## src/rtl/matmul_result_drain_pkg.sv

```systemverilog
// ---------------------------------------------------------------------------
// matmul_result_drain_pkg
// Shared definitions for the matmul result drain block: default element,
// address and row-width constants plus the drain FSM state encoding.
// ---------------------------------------------------------------------------
package matmul_result_drain_pkg;

    localparam int DEF_DWIDTH          = 16;
    localparam int DEF_BB_MAT_MUL_SIZE = 4;
    localparam int DEF_AWIDTH          = 7;

    // Drain FSM states. IDLE waits for a done_mat_mul rising edge, ISSUE
    // walks the read addresses, FLUSH waits for the last words to leave the
    // output stream, DONE pulses drain_done for one cycle.
    typedef enum logic [1:0] {
        ST_IDLE  = 2'd0,
        ST_ISSUE = 2'd1,
        ST_FLUSH = 2'd2,
        ST_DONE  = 2'd3
    } drain_state_t;

endpackage

```

## src/rtl/matmul_drain_fifo.sv

```systemverilog
// ---------------------------------------------------------------------------
// matmul_drain_fifo
// Synchronous FIFO used as the output skid buffer of the result drain.
// Pointers wrap modulo DEPTH (DEPTH need not be a power of two).
//
// Ports
//   clk      in   rising-edge clock
//   reset_n  in   asynchronous active-low reset (clears pointers and count)
//   i_push   in   write i_data this cycle (ignored when full and not popping)
//   i_data   in   WIDTH-bit write data
//   i_pop    in   remove the head entry this cycle (ignored when empty)
//   o_data   out  head entry (undefined content when empty)
//   o_empty  out  no entries stored
//   o_count  out  number of entries stored, 0..DEPTH
// ---------------------------------------------------------------------------
module matmul_drain_fifo #(
    parameter  int WIDTH = 64,
    parameter  int DEPTH = 4,
    localparam int CW    = $clog2(DEPTH + 1),
    localparam int PW    = (DEPTH > 1) ? $clog2(DEPTH) : 1
) (
    input  logic             clk,
    input  logic             reset_n,
    input  logic             i_push,
    input  logic [WIDTH-1:0] i_data,
    input  logic             i_pop,
    output logic [WIDTH-1:0] o_data,
    output logic             o_empty,
    output logic [CW-1:0]    o_count
);

    logic [WIDTH-1:0] r_mem [DEPTH];
    logic [PW-1:0]    r_wr_ptr;
    logic [PW-1:0]    r_rd_ptr;
    logic [CW-1:0]    r_count;
    logic             w_push;
    logic             w_pop;

    function automatic logic [PW-1:0] ptr_inc(input logic [PW-1:0] p);
        return (p == PW'(DEPTH - 1)) ? '0 : p + 1'b1;
    endfunction

    assign w_pop  = i_pop && (r_count != '0);
    // A full FIFO can still accept a word in the same cycle its head leaves.
    assign w_push = i_push && ((r_count != CW'(DEPTH)) || w_pop);

    always_ff @(posedge clk or negedge reset_n) begin
        if (!reset_n) begin
            r_wr_ptr <= '0;
            r_rd_ptr <= '0;
            r_count  <= '0;
        end else begin
            if (w_push) r_wr_ptr <= ptr_inc(r_wr_ptr);
            if (w_pop)  r_rd_ptr <= ptr_inc(r_rd_ptr);
            case ({w_push, w_pop})
                2'b10:   r_count <= r_count + 1'b1;
                2'b01:   r_count <= r_count - 1'b1;
                default: r_count <= r_count;
            endcase
        end
    end

    always_ff @(posedge clk) begin
        if (w_push) r_mem[r_wr_ptr] <= i_data;
    end

    assign o_data  = r_mem[r_rd_ptr];
    assign o_empty = (r_count == '0);
    assign o_count = r_count;

endmodule

```

## src/rtl/matmul_result_drain.sv

```systemverilog
// ---------------------------------------------------------------------------
// matmul_result_drain
// After the compute array signals completion (rising edge of done_mat_mul),
// reads NUM_WORDS words from the C memories starting at BASE_ADDR and
// streams them out in address order over a valid/ready interface. Reads are
// only issued while the skid FIFO has room for every word still in flight,
// so a stalled consumer never causes a returned word to be lost.
//
// Handshake: a word transfers on a rising clk edge where out_valid and
// out_ready are both high; out_valid and out_data do not depend on
// out_ready, and out_data is held until the transfer happens.
//
// Ports
//   clk                      in   rising-edge clock
//   reset_n                  in   asynchronous active-low reset
//   done_mat_mul             in   completion level from the compute array
//   enable_reading_from_mem  out  addr_pi owns the C-memory address path
//   addr_pi                  out  C-memory read address
//   data_from_out_mat        in   ORed C-memory read data, READ_LATENCY late
//   out_data                 out  stream word (zero when out_valid is low)
//   out_valid / out_ready    out/in stream handshake
//   out_last                 out  marks word NUM_WORDS-1
//   busy                     out  drain in progress (trigger to drain_done)
//   drain_done               out  one-cycle pulse after the final transfer
//   dbg_state                out  current FSM state
//   dbg_fifo_count           out  skid FIFO occupancy
// ---------------------------------------------------------------------------
module matmul_result_drain
    import matmul_result_drain_pkg::*;
#(
    parameter  int DWIDTH          = DEF_DWIDTH,
    parameter  int BB_MAT_MUL_SIZE = DEF_BB_MAT_MUL_SIZE,
    parameter  int AWIDTH          = DEF_AWIDTH,
    parameter  int NUM_WORDS       = 8,
    parameter  int BASE_ADDR       = 0,
    parameter  int READ_LATENCY    = 3,
    parameter  int FIFO_DEPTH      = 4,
    localparam int WW              = BB_MAT_MUL_SIZE * DWIDTH,
    localparam int FCW             = $clog2(FIFO_DEPTH + 1)
) (
    input  logic              clk,
    input  logic              reset_n,
    input  logic              done_mat_mul,
    output logic              enable_reading_from_mem,
    output logic [AWIDTH-1:0] addr_pi,
    input  logic [WW-1:0]     data_from_out_mat,
    output logic [WW-1:0]     out_data,
    output logic              out_valid,
    input  logic              out_ready,
    output logic              out_last,
    output logic              busy,
    output logic              drain_done,
    output drain_state_t      dbg_state,
    output logic [FCW-1:0]    dbg_fifo_count
);

    localparam int NCW = $clog2(NUM_WORDS + 1);
    localparam int ICW = $clog2(READ_LATENCY + 1);
    localparam int SCW = $clog2(FIFO_DEPTH + READ_LATENCY + 1);

    drain_state_t        r_state;
    drain_state_t        w_next_state;
    logic                r_done_prev;
    logic                r_armed;
    logic [AWIDTH-1:0]   r_next_addr;
    logic [AWIDTH-1:0]   r_last_addr;
    logic [NCW-1:0]      r_issue_cnt;
    logic [NCW-1:0]      r_out_cnt;
    logic [READ_LATENCY-1:0] r_tag;

    logic                w_trigger;
    logic                w_start;
    logic [ICW-1:0]      w_inflight;
    logic [SCW-1:0]      w_pending;
    logic                w_issue;
    logic                w_last_issue;
    logic                w_push;
    logic                w_pop;
    logic                w_final_pop;
    logic                w_fifo_empty;
    logic [WW-1:0]       w_fifo_head;
    logic [FCW-1:0]      w_fifo_count;

    // r_armed stays low for the first cycle after reset so that a level
    // already high at release is absorbed into r_done_prev, not seen as an edge.
    assign w_trigger = r_armed && done_mat_mul && !r_done_prev;
    assign w_start   = (r_state == ST_IDLE) && w_trigger;

    always_comb begin
        w_inflight = '0;
        for (int i = 0; i < READ_LATENCY; i++) begin
            w_inflight = w_inflight + ICW'(r_tag[i]);
        end
    end

    // Slots already promised: stored words plus reads still in the memory
    // pipe. A word leaving this cycle frees its slot, which keeps the stream
    // gap-free when the consumer is always ready.
    assign w_pending    = SCW'(w_fifo_count) + SCW'(w_inflight) - SCW'(w_pop);
    assign w_issue      = (r_state == ST_ISSUE) && (w_pending < SCW'(FIFO_DEPTH));
    assign w_last_issue = w_issue && (r_issue_cnt == NCW'(NUM_WORDS - 1));

    assign w_push      = r_tag[READ_LATENCY-1];
    assign out_valid   = !w_fifo_empty;
    assign w_pop       = out_valid && out_ready;
    assign w_final_pop = w_pop && (r_out_cnt == NCW'(NUM_WORDS - 1));

    // The address of the read being issued; otherwise the last issued one.
    assign addr_pi = w_issue ? r_next_addr : r_last_addr;

    always_ff @(posedge clk or negedge reset_n) begin
        if (!reset_n) begin
            r_state <= ST_IDLE;
        end else begin
            r_state <= w_next_state;
        end
    end

    always_comb begin
        w_next_state            = r_state;
        enable_reading_from_mem = 1'b0;
        busy                    = 1'b0;
        drain_done              = 1'b0;
        case (r_state)
            ST_IDLE: begin
                if (w_trigger) w_next_state = ST_ISSUE;
            end
            ST_ISSUE: begin
                enable_reading_from_mem = 1'b1;
                busy                    = 1'b1;
                if (w_last_issue) w_next_state = ST_FLUSH;
            end
            ST_FLUSH: begin
                enable_reading_from_mem = 1'b1;
                busy                    = 1'b1;
                if (w_final_pop) w_next_state = ST_DONE;
            end
            ST_DONE: begin
                busy         = 1'b1;
                drain_done   = 1'b1;
                w_next_state = ST_IDLE;
            end
            default: w_next_state = ST_IDLE;
        endcase
    end

    always_ff @(posedge clk or negedge reset_n) begin
        if (!reset_n) begin
            r_done_prev <= 1'b0;
            r_armed     <= 1'b0;
            r_next_addr <= AWIDTH'(BASE_ADDR);
            r_last_addr <= AWIDTH'(BASE_ADDR);
            r_issue_cnt <= '0;
            r_out_cnt   <= '0;
            r_tag       <= '0;
        end else begin
            r_done_prev <= done_mat_mul;
            r_armed     <= 1'b1;
            r_tag[0]    <= w_issue;
            for (int i = 1; i < READ_LATENCY; i++) begin
                r_tag[i] <= r_tag[i-1];
            end
            if (w_start) begin
                r_next_addr <= AWIDTH'(BASE_ADDR);
                r_issue_cnt <= '0;
                r_out_cnt   <= '0;
            end else begin
                if (w_issue) begin
                    // Natural AWIDTH overflow gives the modulo-2**AWIDTH wrap.
                    r_next_addr <= r_next_addr + 1'b1;
                    r_last_addr <= r_next_addr;
                    r_issue_cnt <= r_issue_cnt + 1'b1;
                end
                if (w_pop) r_out_cnt <= r_out_cnt + 1'b1;
            end
        end
    end

    matmul_drain_fifo #(
        .WIDTH (WW),
        .DEPTH (FIFO_DEPTH)
    ) u_fifo (
        .clk     (clk),
        .reset_n (reset_n),
        .i_push  (w_push),
        .i_data  (data_from_out_mat),
        .i_pop   (w_pop),
        .o_data  (w_fifo_head),
        .o_empty (w_fifo_empty),
        .o_count (w_fifo_count)
    );

    assign out_data       = out_valid ? w_fifo_head : '0;
    assign out_last       = out_valid && (r_out_cnt == NCW'(NUM_WORDS - 1));
    assign dbg_state      = r_state;
    assign dbg_fifo_count = w_fifo_count;

endmodule
```

## config.mk

```make
export PLATFORM = sky130hd
export DESIGN_NAME = matmul_result_drain
export DESIGN_NICKNAME = d
export VERILOG_FILES = /design/src/rtl/matmul_result_drain_pkg.sv /design/src/rtl/matmul_drain_fifo.sv /design/src/rtl/matmul_result_drain.sv
export SDC_FILE = /design/constraint.sdc
export NUM_CORES = 1
export LEC_CHECK = 0
export ABC_AREA = 1
export BUFFER_PORTS_ARGS = -buffer_cell sky130_fd_sc_hd__buf_2
export CAP_MARGIN = 10
export CORE_UTILIZATION = 42
export CTS_BUF_LIST = sky130_fd_sc_hd__clkbuf_8
export CTS_CLUSTER_SIZE = 16
export DETAILED_ROUTE_END_ITERATION = 6
export GPL_TIMING_DRIVEN = 0
export SLEW_MARGIN = 20
export SYNTH_ARGS = -nofsm -noshare
export SYNTH_HDL_FRONTEND = slang
export SYNTH_SLANG_ARGS = --single-unit
```

## constraint.sdc

```tcl
create_clock -name clk -period 5.3 [get_ports clk]
set_input_delay 1.325 -clock clk [delete_from_list [all_inputs] [get_ports clk]]
set_output_delay 1.325 -clock clk [all_outputs]
set_load 0.005 [all_outputs]
```

==> metrics.cfg <==
[yosys]
synth_simple_gate_area_frac = 0.134
ys_ff_latch = 292
synth_fa_ha_area_frac = 0.0200
ys_seq_area_frac = 0.716
synth_area_um2 = 12000
synth_xor_area_frac = 0.00658
yosysTopAreaCell = edfxtp_1
synth_top_area_share = 0.641
synth_top_family_by_area = simple AND/OR/NAND/NOR gates
ys_types = 31
synthCells = 1015
synth_nets = 1101
synth.avg_cell_area_um2 = 11.8
yosysWarningCount = 0
muxShareOfSynthArea = 0
synthTopCellsByArea = edfxtp_1 64%, nor2_1 8.4%, dfrtp_1 7.5%
synth-compound-area-share = 0.0874

[global_routing]
grt_pass1_vias = 7920
grt_pass1_wl_mm = 42.1
grt_usage = 0.191
antenna_found_initial = 4
globalRouteOverflowTotal = 0
grt_max_degree = 37

[sta]
max_freq_mhz = 199
hold_ws_ns = 0.379
hold_violations = 0
period_share = 0.950
setup_violations = 0
drv_slew = 0
tightest_slew_ns = 1.10
period_minus_slack_ns = 5.04
max_slew_margin = 0.264
rsz0062_at_grt = false
skew_ns = 0.0158

[routing]
firstDrtPassIters = 5
drtIter0Drc = 547
drcViolationCount = 0
routed_wirelength_mm = 27.7
final_antenna_net_count = 0
wire_per_inst_um = 16.9
vias = 8076
avgViaCountPerCell = 4.92

[clock_tree]
post_cts_buffers = 0
htree_levels = 2
cts_root_buf = clkbuf_8
clk_path_buf_depth = 3
numCtsBuffers = 48
cts_sinks = 292
insertion_delay_ns = 0.56
cts_resized = 0
postCtsHoldBufs = 0
clk_pin_slew_ns = 0.06
cts_tree = yes

[finish]
drive_gt1_frac = 0.208
final_util = 0.514
fin_nets = 1311
design_area_um2 = 14400
multi_input_area_um2 = 3010
fillers = 2491
syn_to_final_growth_pct = 19.8
instances_no_fill = 1641
regArea_um2 = 8590

[run_status]
status = finished, final reports clean

[place]
portBuffers = 148
dp_cells = 1553
dp_hpwl_mm = 17.4
placed_area_um2 = 13500
gp_congestion = 0.746

[pwr]
power.density_nw_per_um2 = 519
totalPowerFinal_uw = 7460
ir_drop_mv = 0.237
p_leak_uw = 0.00558

[floorplanning]
io_pins = 149
core_area_um2 = 27900
die_h_um = 171
rows = 61
start_util = 0.429
dieArea_um2 = 29200
fp.dieW_um = 171

[critical_path]
cp.required_ns = 3.97
r2r_cells = 17
endpoint_kind = output port
worstPathArrival_ns = 3.71
startpoint_type = primary input
cp_max_fo = 10
critPathKind = primary input to output port

[flow_run]
maxCapViolations = 0

[min_path]
hold_path.class = register to register
min_delay_path_depth = 0

-- registers in the layout (all words and copies together) (netlist names) --
| register | flops |
|---|---|
| u_fifo.r_wr_ptr | 2 |
| dbg_state | 2 |
| r_out_cnt | 4 |
| r_next_addr | 7 |
| u_fifo.r_mem | 256 |
| r_armed | 1 |
| u_fifo.r_rd_ptr | 2 |
| r_issue_cnt | 4 |
| u_fifo.o_count | 3 |
| r_tag | 3 |
| r_last_addr | 7 |
| r_done_prev | 1 |
-- per-layer routing --
layer | GRT usage | share of wire
met5 | 0 | 0.00029
met4 | 0.0609 | 0.019
met3 | 0.0361 | 0.053
met2 | 0.321 | 0.49
met1 | 0.249 | 0.44
-- Yosys cell counts (all sizes together) --
master    n
nor2    268
edfxtp  256
o21ai   136
nand2    79
a21oi    70
buf      38
nand3    37
dfrtp    36
inv      34
clkbuf   20
ha       16
xor2      7
nand3b    4
nand4     4
a31oi     2
fa        2
or2       2
xnor2     2
conb      1
nor3      1
-- cells in the final DEF, fill, tap and decap left out, types with 4 or more instances in the layout --
cell type	count
nor2_1	264
edfxtp_1	256
buf_2	171
o21ai_0	136
nand2_1	77
a21oi_1	69
inv_1	48
clkbuf_8	48
dfrtp_1	36
nand3_1	31
clkbuf_1	20
ha_1	16
clkinv_1	11
buf_1	10
buf_16	9
xor2_1	7
nand3_2	5
diode_2	4
nor2_4	4
nand4_1	4
clkinv_2	4
-- kinds of logic after synthesis --
group	Yosys count
AOI/OAI and AO/OA	208
buffers and inverters	92
DFF	292
xor gates and xnor gates	9
adders and majority gates	18
and+or+nand+nor	395
other	1
-- worst max-delay path, cell delays in order --
cell      delay, ns
buf_2          0.11
nand2_2        0.11
inv_1          0.08
buf_6          0.14
ha_1           0.27
inv_1          0.04
fa_1           0.36
ha_1           0.27
nand3_1        0.08
nand2_1        0.07
nand3b_2       0.25
nand3_4        0.10
buf_8          0.14
buf_8          0.14
nand2_1        0.06
nand2_1        0.06
buf_2          0.11
-- report_power, final --
| group | internal, µW | switching, µW | total, µW |
|---|---|---|---|
| Clock | 844 | 849 | 1690 |
| Combinational | 1070 | 1810 | 2880 |
| Sequential | 2770 | 117 | 2890 |
-- through the flow --
stage	setup TNS, ns	worst slack [ns]
after floorplan	0	0.334
after global placement	-549.35	-2.28
after global routing	0	0.0328
final	0	0.263
after detailed placement	0	0.229
after CTS	0	0.223
-- final cells by class --
type / instances / area share
flip-flops and latches: 292 / 0.598
multi-input cells: 631 / 0.209
repair buffers: 160 / 0.0730
clock buffers: 48 / 0.0460
well taps: 378 / 0.0329
plain buffers: 58 / 0.0203
clock inverters: 36 / 0.0109
inverters: 34 / 0.00906
diodes: 4 / 0.000697
-- worst paths after layout --
check                           slack (ns)                 to              start
worst min-delay path                  0.38           r_tag[2]           r_tag[1]
worst max-delay path                  0.26         addr_pi[3]          out_ready
worst max register to register        2.28     r_last_addr[0]  u_fifo.o_count[0]
min in group asynchronous             0.88     r_last_addr[5]            reset_n
max in group asynchronous             3.88  u_fifo.o_count[1]            reset_n
worst min register to register        0.38           r_tag[2]           r_tag[1]
Note: power is estimated with default switching activity, not from simulation.
